==> config.mk <==
export PLATFORM = sky130hd
export DESIGN_NAME = lvds_rx_align
export DESIGN_NICKNAME = d
export VERILOG_FILES = /design/src/rtl/lvds_rx_align.sv
export SDC_FILE = /design/constraint.sdc
export NUM_CORES = 1
export LEC_CHECK = 0
export BUFFER_PORTS_ARGS = -buffer_cell sky130_fd_sc_hd__buf_4
export CAP_MARGIN = 20
export CORE_MARGIN = 4
export CORE_UTILIZATION = 50
export CTS_CLUSTER_SIZE = 20
export DETAILED_ROUTE_END_ITERATION = 12
export PLACE_DENSITY = 0.76
export SLEW_MARGIN = 0
export SYNTH_ARGS = -nofsm -noshare
export SYNTH_HDL_FRONTEND = slang
export SYNTH_SLANG_ARGS = --single-unit
==> constraint.sdc <==
create_clock -name clk -period 2.05 [get_ports clk]
set_input_delay 0.41 -clock clk [delete_from_list [all_inputs] [get_ports clk]]
set_output_delay 0.41 -clock clk [all_outputs]
set_load 0.03 [all_outputs]
==> src/rtl/lvds_rx_align.sv <==
// Word-boundary aligner for an LVDS deserializer: bitslips until the training word is seen.
// States: IDLE outputs off | CHECK compare training word | SLIP bitslip pulse | WAIT settle | LOCKED aligned.
module lvds_rx_align #(
    parameter logic [7:0] TRAIN_PATTERN = 8'hF0,
    parameter int         LOCK_COUNT    = 16,
    parameter int         SLIP_WAIT     = 4,
    parameter int         MAX_SLIPS     = 8,
    parameter int         ERR_LIMIT     = 4
) (
    input  logic       clk,
    input  logic       rst,
    input  logic       clk_locked,
    input  logic       train_en,
    input  logic [7:0] rx_out,
    output logic       rx_data_align,
    output logic       aligned,
    output logic       align_err,
    output logic [3:0] slip_count,
    output logic [7:0] data_out,
    output logic       data_valid
);

    localparam int MATCH_W = $clog2(LOCK_COUNT + 1);
    localparam int ERR_W   = $clog2(ERR_LIMIT + 1);
    localparam int WAIT_W  = $clog2(SLIP_WAIT + 1);
    localparam int SLIP_W  = $clog2(MAX_SLIPS + 1);

    localparam logic [MATCH_W-1:0] MATCH_FULL = MATCH_W'(LOCK_COUNT);
    localparam logic [MATCH_W-1:0] MATCH_LAST = MATCH_W'(LOCK_COUNT - 1);
    localparam logic [ERR_W-1:0]   ERR_LAST   = ERR_W'(ERR_LIMIT - 1);
    localparam logic [WAIT_W-1:0]  WAIT_LOAD  = WAIT_W'(SLIP_WAIT - 1);
    localparam logic [SLIP_W-1:0]  SLIP_LAST  = SLIP_W'(MAX_SLIPS - 1);

    typedef enum logic [2:0] {
        ST_IDLE,
        ST_CHECK,
        ST_SLIP,
        ST_WAIT,
        ST_LOCKED
    } state_t;

    state_t              state_q, state_d;
    logic [7:0]          rx_q;
    logic [MATCH_W-1:0]  match_q, match_d;
    logic [ERR_W-1:0]    err_q, err_d;
    logic [WAIT_W-1:0]   wait_q, wait_d;
    logic [SLIP_W-1:0]   slip_q, slip_d;
    logic                align_err_q, align_err_d;
    logic                aligned_q, aligned_d;
    logic                pulse_q, pulse_d;
    logic                word_ok;

    assign word_ok = (rx_q == TRAIN_PATTERN);

    always_comb begin
        state_d     = state_q;
        match_d     = match_q;
        err_d       = err_q;
        wait_d      = wait_q;
        slip_d      = slip_q;
        align_err_d = align_err_q;
        aligned_d   = aligned_q;
        pulse_d     = 1'b0;

        case (state_q)
            ST_IDLE: begin
                aligned_d = 1'b0;
                if (clk_locked && train_en) begin
                    state_d     = ST_CHECK;
                    match_d     = '0;
                    err_d       = '0;
                    slip_d      = '0;
                    align_err_d = 1'b0;
                end
            end
            ST_CHECK: begin
                if (train_en) begin
                    if (word_ok) begin
                        if (match_q != MATCH_FULL) match_d = match_q + 1'b1;
                        if (match_q == MATCH_LAST) begin
                            state_d   = ST_LOCKED;
                            aligned_d = 1'b1;
                        end
                    end else begin
                        // Pulse and slip count update together, so slip_count is valid during SLIP.
                        match_d = '0;
                        state_d = ST_SLIP;
                        pulse_d = 1'b1;
                        if (slip_q == SLIP_LAST) begin
                            slip_d      = '0;
                            align_err_d = 1'b1;
                        end else begin
                            slip_d = slip_q + 1'b1;
                        end
                    end
                end
            end
            ST_SLIP: begin
                state_d = ST_WAIT;
                wait_d  = WAIT_LOAD;
            end
            ST_WAIT: begin
                if (wait_q == '0) state_d = ST_CHECK;
                else              wait_d  = wait_q - 1'b1;
            end
            ST_LOCKED: begin
                if (train_en) begin
                    if (word_ok) begin
                        err_d = '0;
                    end else if (err_q == ERR_LAST) begin
                        state_d   = ST_CHECK;
                        aligned_d = 1'b0;
                        err_d     = '0;
                        match_d   = '0;
                    end else begin
                        err_d = err_q + 1'b1;
                    end
                end
            end
            default: state_d = ST_IDLE;
        endcase

        if (!clk_locked) begin
            state_d   = ST_IDLE;
            aligned_d = 1'b0;
            pulse_d   = 1'b0;
        end
    end

    always_ff @(posedge clk or posedge rst) begin
        if (rst) begin
            state_q     <= ST_IDLE;
            rx_q        <= '0;
            match_q     <= '0;
            err_q       <= '0;
            wait_q      <= '0;
            slip_q      <= '0;
            align_err_q <= 1'b0;
            aligned_q   <= 1'b0;
            pulse_q     <= 1'b0;
        end else begin
            state_q     <= state_d;
            rx_q        <= rx_out;
            match_q     <= match_d;
            err_q       <= err_d;
            wait_q      <= wait_d;
            slip_q      <= slip_d;
            align_err_q <= align_err_d;
            aligned_q   <= aligned_d;
            pulse_q     <= pulse_d;
        end
    end

    assign rx_data_align = pulse_q;
    assign aligned       = aligned_q;
    assign align_err     = align_err_q;
    assign slip_count    = 4'(slip_q);
    assign data_out      = rx_q;
    assign data_valid    = aligned_q;

endmodule
After elaboration in Yosys (flattened, before gate mapping)
Cells that the tools add are included.
- word-level logic and storage cells: 102
- register bits after elaboration: 29
- reductions and logical operators: 14
- equality and inequality tests: 28
- $add $sub $neg: 4
- multiplexer cells: 47
- operators by type and width (operator ; count):
    2-to-1 mux 3 bit ; 14
    2-to-1 mux 5 bit ; 7
    inequality test 3 bit (second input constant) ; 9
    AND reduction 7 bit ; 3
    2-to-1 mux 4 bit ; 4
    inequality test 2 bit (second input constant) ; 8
    2-to-1 mux 1 bit ; 15
    case mux 3 bit (5 select lines) ; 1
    case mux 5 bit (3 select lines) ; 1
    case mux 3 bit (2 select lines) ; 2
    == test 3 x 2 -> 1 bit (second input constant) ; 3
    == test 8 bit (second input constant) ; 1
    case mux 4 bit (2 select lines) ; 1
    logical NOT 3 bit ; 2
    nonzero test 2 bit ; 3
    adder 5 x 1 -> 5 bit (second input constant) ; 1
    == test 5 x 4 -> 1 bit (second input constant) ; 1
    inequality test 5 bit (second input constant) ; 1
    AND reduction 5 bit ; 1
    adder 4 x 1 -> 4 bit (second input constant) ; 1
    == test 4 x 3 -> 1 bit (second input constant) ; 1
    inequality test 4 x 1 -> 1 bit (second input constant) ; 1
    inequality test 4 bit (second input constant) ; 1
    AND reduction 4 bit ; 1
    other kinds (10) ; 10

Depth between registers and ports, before layout
- word-level depth: 6
- gate-level depth with buffers: 7
- gate-level depth less buffers: 7

Least setup slack after synthesis
No wires, ideal clock.
- path type: register -> register
- from: register rx_q[1] (netlist: data_out[1])
- to: register match_q[0]
- arrival: 1883 ps
- period minus slack after synthesis: 2008 ps
- stages on the path, launching flop included: 6
- slack: 42 ps
- library setup time: 125 ps
- path through: dfrtp_1 -> or4_4 -> buf_6 -> nor4_4 -> a211oi_2 -> mux2_4
- cells in the longest elaborated chain, start to end: 4
- elaborated cells on any way between the ends: 7
- those cells by class: 3 x eq/ne; 3 x mux; 1 x reduce/logical
- RTL lines (item ; line ; text):
    start: declaration ; 43 ; logic [7:0] rx_q;
    start signal: assignment ; 143 ; rx_q <= rx_out;
    == test 8 bit (*) ; 53 ; assign word_ok = (rx_q == TRAIN_PATTERN);
    2-to-1 mux 5 bit ; 78 ; if (word_ok) begin
    2-to-1 mux 5 bit ; 77 ; if (train_en) begin
    case mux 5 bit (3 select lines) ; 65 ; case (state_q)
    end signal: assignment ; 144 ; match_q <= match_d;
    end: declaration ; 44 ; logic [MATCH_W-1:0] match_q, match_d;
Every way passes the cells marked *; elsewhere a longest branch is shown, timed or not. The select of a mux whose other input is x is not followed.
A chain may end at the register's enable or synchronous reset.

Worst setup path in the final report
- from: register state_q[2]
- to: register match_q[0]
- cells in the longest elaborated chain, start to end: 3
- elaborated cells on any way between the ends: 12
- those cells by class: 8 x eq/ne; 1 x mux; 3 x reduce/logical
- RTL lines (item ; line ; text):
    start: declaration ; 42 ; state_t state_q, state_d;
    start signal: assignment ; 142 ; state_q <= state_d;
    == test 3 x 1 -> 1 bit (tied with other cells) ; 65 ;
    inequality test 3 bit (no line) (tied with other cells) ; - ;
    AND reduction 7 bit (no line) ; - ;
Parallel ways exist; a longest one is shown, timed or not.

==> flow_summary_export.csv <==
group,metric,value,unit
drt,top_layer,"met4",
power,power.density,691,mW/mm^2
grt,global_route.usage.total,18.5,%
clock_tree,cts_hold_buffers,0,
sta,finalMaxSlewViolations,0,
cells_and_area,post-route-cell-area,0.00195,sq mm
cells_and_area,synthToLayoutAreaGrowth,21.8,%
drt,wl_met2,1690,um
grt,grt_first_pass_wirelength,5860,um
clock_tree,tritoncts.num_buffers,5,
yosys,most_instantiated_library_cell_after_synthesis,"sky130_fd_sc_hd__dfrtp_1",
worst_setup_path,cp_max_fo,10,
yosys,instance_count_of_the_mapped_netlist,159,
clock_tree,clock_tree_from_tritoncts,"built",
clock_tree,worst_path_clk_slew,80,ps
flow_run,max_cap_violations,0,
power,p_leak,0.933,nW
yosys,syn_nets,178,
sta,totalNegativeSetupSlack,0,ps
clock_tree,post-cts-setup-buffer-count,0,
placed_design,dp_hpwl,2620,um
sta,final_period_minus_worst_setup_slack,1950,ps
yosys,synthesis.area_per_instance,10.1,sq um
power,internal_power,0.910,mW
grt,grt_max_degree,30,
power,seq_power_share,50.0,%
floorplan,die-height,64.6,um
drt,drtPass1Iterations,4,
drt,wl_per_cell,14.0,um
yosys,synth_seq_area_share,45.3,%
sta,max_freq,514,MHz
drt,drc,0,
yosys,synthArstFlopShare,100,%
grt,globalRoute.totalOverflow,0,
yosys,ys_dominant_reg_cell,"sky130_fd_sc_hd__dfrtp_1",
clock_tree,clkLatencyLatePin,330,ps
yosys,synth_cell_types,49,
yosys,synth-edff-count,0,
yosys,yosys.area.top_type,"sky130_fd_sc_hd__dfrtp_1",
clock_tree,cts.sink_count,29,
drt,postRouteAntennaNets,0,
outcome,run_status,"finished, final reports clean",
floorplan,core-area,0.00305,sq mm
cells_and_area,n_fill_cell,273,
drt,routed_wirelength,3390,um
cells_and_area,share_of_the_core_filled_with_cells_in_the_final_layout,63.9,%
grt,antenna_found_initial,0,
clock_tree,ctsHtreeMaxLevel,2,
sta,final.period_utilization,95.0,%
placed_design,detailed_place.area,0.00190,sq mm
drt,detailroute.via_count,1357,
power,sw_frac_of_total,32.5,%
placed_design,finalWeightedCongestion,0.837,
min_path,hp-class,"in -> async",
yosys,synthTopCellsByArea,"sky130_fd_sc_hd__dfrtp_1, sky130_fd_sc_hd__ha_1, sky130_fd_sc_hd__inv_1",
sta,worst_hold_slack,144,ps
sta,clock_skew,6.99,ps
grt,first_global_vias,1355,
sta,report.final.setup_viol,0,
sta,hold_viol_final,0,
sta,grt_setup_unrepaired,"no",
power,switching_power,0.438,mW
floorplan,num_io_pins,28,
worst_setup_path,required,2260,ps
yosys,ys_seq_elements,29,
power,share_clk_of_total_power,23.7,%
sta,worstMarginPinSlew,556,ps
drt,drtIter0Drc,45,
worst_setup_path,crit_path_kind,"reg -> reg",
cells_and_area,insertedDiodeCount,0,
yosys,synth_warnings,0,
yosys,synth_area,0.00160,sq mm
worst_setup_path,end_kind,"flip-flop",
clock_tree,cts.root.buffer_cell,"sky130_fd_sc_hd__clkbuf_4",
clock_tree,clockBufferDepth,2,
power,comb_power_share,26.3,%
cells_and_area,layout_cell_share_with_drive_strength_beyond_1,27.8,%
floorplan,floorplan.initialDensity,52.5,%
floorplan,total_die_area,0.00418,sq mm
cells_and_area,design.final.nets,216,
placed_design,port-buffer-count,27,
drt,post_drt_via_cell_ratio,5.61,
drt,met3WireLength,228,um
yosys,synth_top_area_share,45.3,%
yosys,yosys-top-cells-count,"sky130_fd_sc_hd__dfrtp_1, sky130_fd_sc_hd__inv_1, sky130_fd_sc_hd__nor2_1, sky130_fd_sc_hd__nand2_1, sky130_fd_sc_hd__nand3_1",
floorplan,core.rowCount,20,
worst_setup_path,critPathLaunchType,"flip-flop",
worst_setup_path,crit_arrival,2160,ps
power,vdd_ir_drop_max,0.431,mV
floorplan,chipWidth,64.6,um
sta,slew-limit-headroom,62.6,%
power,total_power_of_the_final_layout,1.35,mW
drt,drt-met1-wl,1420,um
power by group through the flow:
| stage | sequential, mW | clock (mW) | combinational [mW] |
|---|---|---|---|
| 2_1_floorplan | 0.721 | 0 | 0.195 |
| 3_3_place_gp | 0.682 | 0 | 0.341 |
| 3_5_place_dp | 0.685 | 0 | 0.356 |
| 4_1_cts | 0.674 | 0.333 | 0.357 |
| 5_1_grt | 0.686 | 0.365 | 0.391 |
| 6_report | 0.674 | 0.319 | 0.355 |
what timing repair did:
action,CTS,global route
setup endpoints to repair,0,2
endpoints found under the hold margin,0,0
gates resized for setup,0,1
through the flow:
stage               instances  setup slack, ps
detailed placement        234              137
finish                    242              103
global route              242             12.7
global placement          234              190
floorplan                 159             41.6
CTS                       242              113
worst paths after layout:
path / start / end / slack, ps / depth (start not counted)
max in group asynchronous: rst / match_q[1] / 1630 / 3
min in group clk: rx_out[4] / data_out[4] / 190 / 1
hold reg to reg: err_q[1] / err_q[1] / 500 / 2
hold / removal: rst / slip_count[0] / 140 / 3
setup reg to reg: state_q[2] / match_q[0] / 100 / 5
setup / recovery: state_q[2] / match_q[0] / 100 / 5
layout by cell type, fill, tap and decap left out, types with 2 or more instances in the layout:
master                      Yosys  layout
sky130_fd_sc_hd__nor4_1         3       3
sky130_fd_sc_hd__o21ai_1        6       6
sky130_fd_sc_hd__mux2_4         3       3
sky130_fd_sc_hd__mux2i_1        2       2
sky130_fd_sc_hd__o21a_1         2       2
sky130_fd_sc_hd__dfrtp_1       29      29
sky130_fd_sc_hd__clkbuf_4       0       5
sky130_fd_sc_hd__nor2b_1        3       3
sky130_fd_sc_hd__o2111ai_1      2       2
sky130_fd_sc_hd__nor3_1         2       2
sky130_fd_sc_hd__and3_1         2       2
sky130_fd_sc_hd__ha_1           7       7
sky130_fd_sc_hd__a21o_1         2       2
sky130_fd_sc_hd__inv_1         14      14
sky130_fd_sc_hd__nor3b_2        3       4
sky130_fd_sc_hd__o21ai_0        5       5
sky130_fd_sc_hd__buf_4          1      36
sky130_fd_sc_hd__a21oi_1        5       5
sky130_fd_sc_hd__o2bb2ai_1      2       2
sky130_fd_sc_hd__nand3_1        8       8
sky130_fd_sc_hd__nand3b_1       2       2
sky130_fd_sc_hd__nor2_1        14      14
sky130_fd_sc_hd__nand2_1       12      12
sky130_fd_sc_hd__o211ai_1       2       2
sky130_fd_sc_hd__clkbuf_1       3       3
layer usage:
| metal | vias to the layer above | GRT usage [%] |
|---|---|---|
| met2 | 39 | 32.5 |
| li1 | 652 | - |
| met5 | - | 0 |
| met4 | 0 | 7.12 |
| met3 | 6 | 7.11 |
| met1 | 660 | 20.0 |
critical path, cell delays in order (launching register included):
cell and delay [ps]:
sky130_fd_sc_hd__dfrtp_1 470, sky130_fd_sc_hd__buf_4 210, sky130_fd_sc_hd__inv_1 70, sky130_fd_sc_hd__o2111ai_1 190, sky130_fd_sc_hd__a211oi_2 540, sky130_fd_sc_hd__mux2_4 350
state kept, by name, summed over array words and instances (netlist names):
name	flops
data_out	8
match_q	5
slip_count	4
err_q	3
state_q	3
wait_q	3
align_err	1
aligned	1
rx_data_align	1
cell type report:
class | instances | area, sq um | share of cell area [%]
multi-input combinational | 111 | 800 | 41.0
sequential | 29 | 726 | 37.2
timing repair buffer | 36 | 270 | 13.8
clock buffer | 8 | 48.8 | 2.50
inverter | 14 | 52.6 | 2.69
tap | 44 | 55.1 | 2.82
cell families after synthesis:
group	Yosys count	share of synthesized area (%)
AND/OR/NAND/NOR	60	21.9
AO/OA/AOI/OAI	38	17.6
flip-flops	29	45.3
buffers and inverters	19	5.15
adder cells (fa/ha/maj)	7	5.46
multiplexers	5	4.06
XOR/XNOR	1	0.547
(Power assumes the default switching activity.)
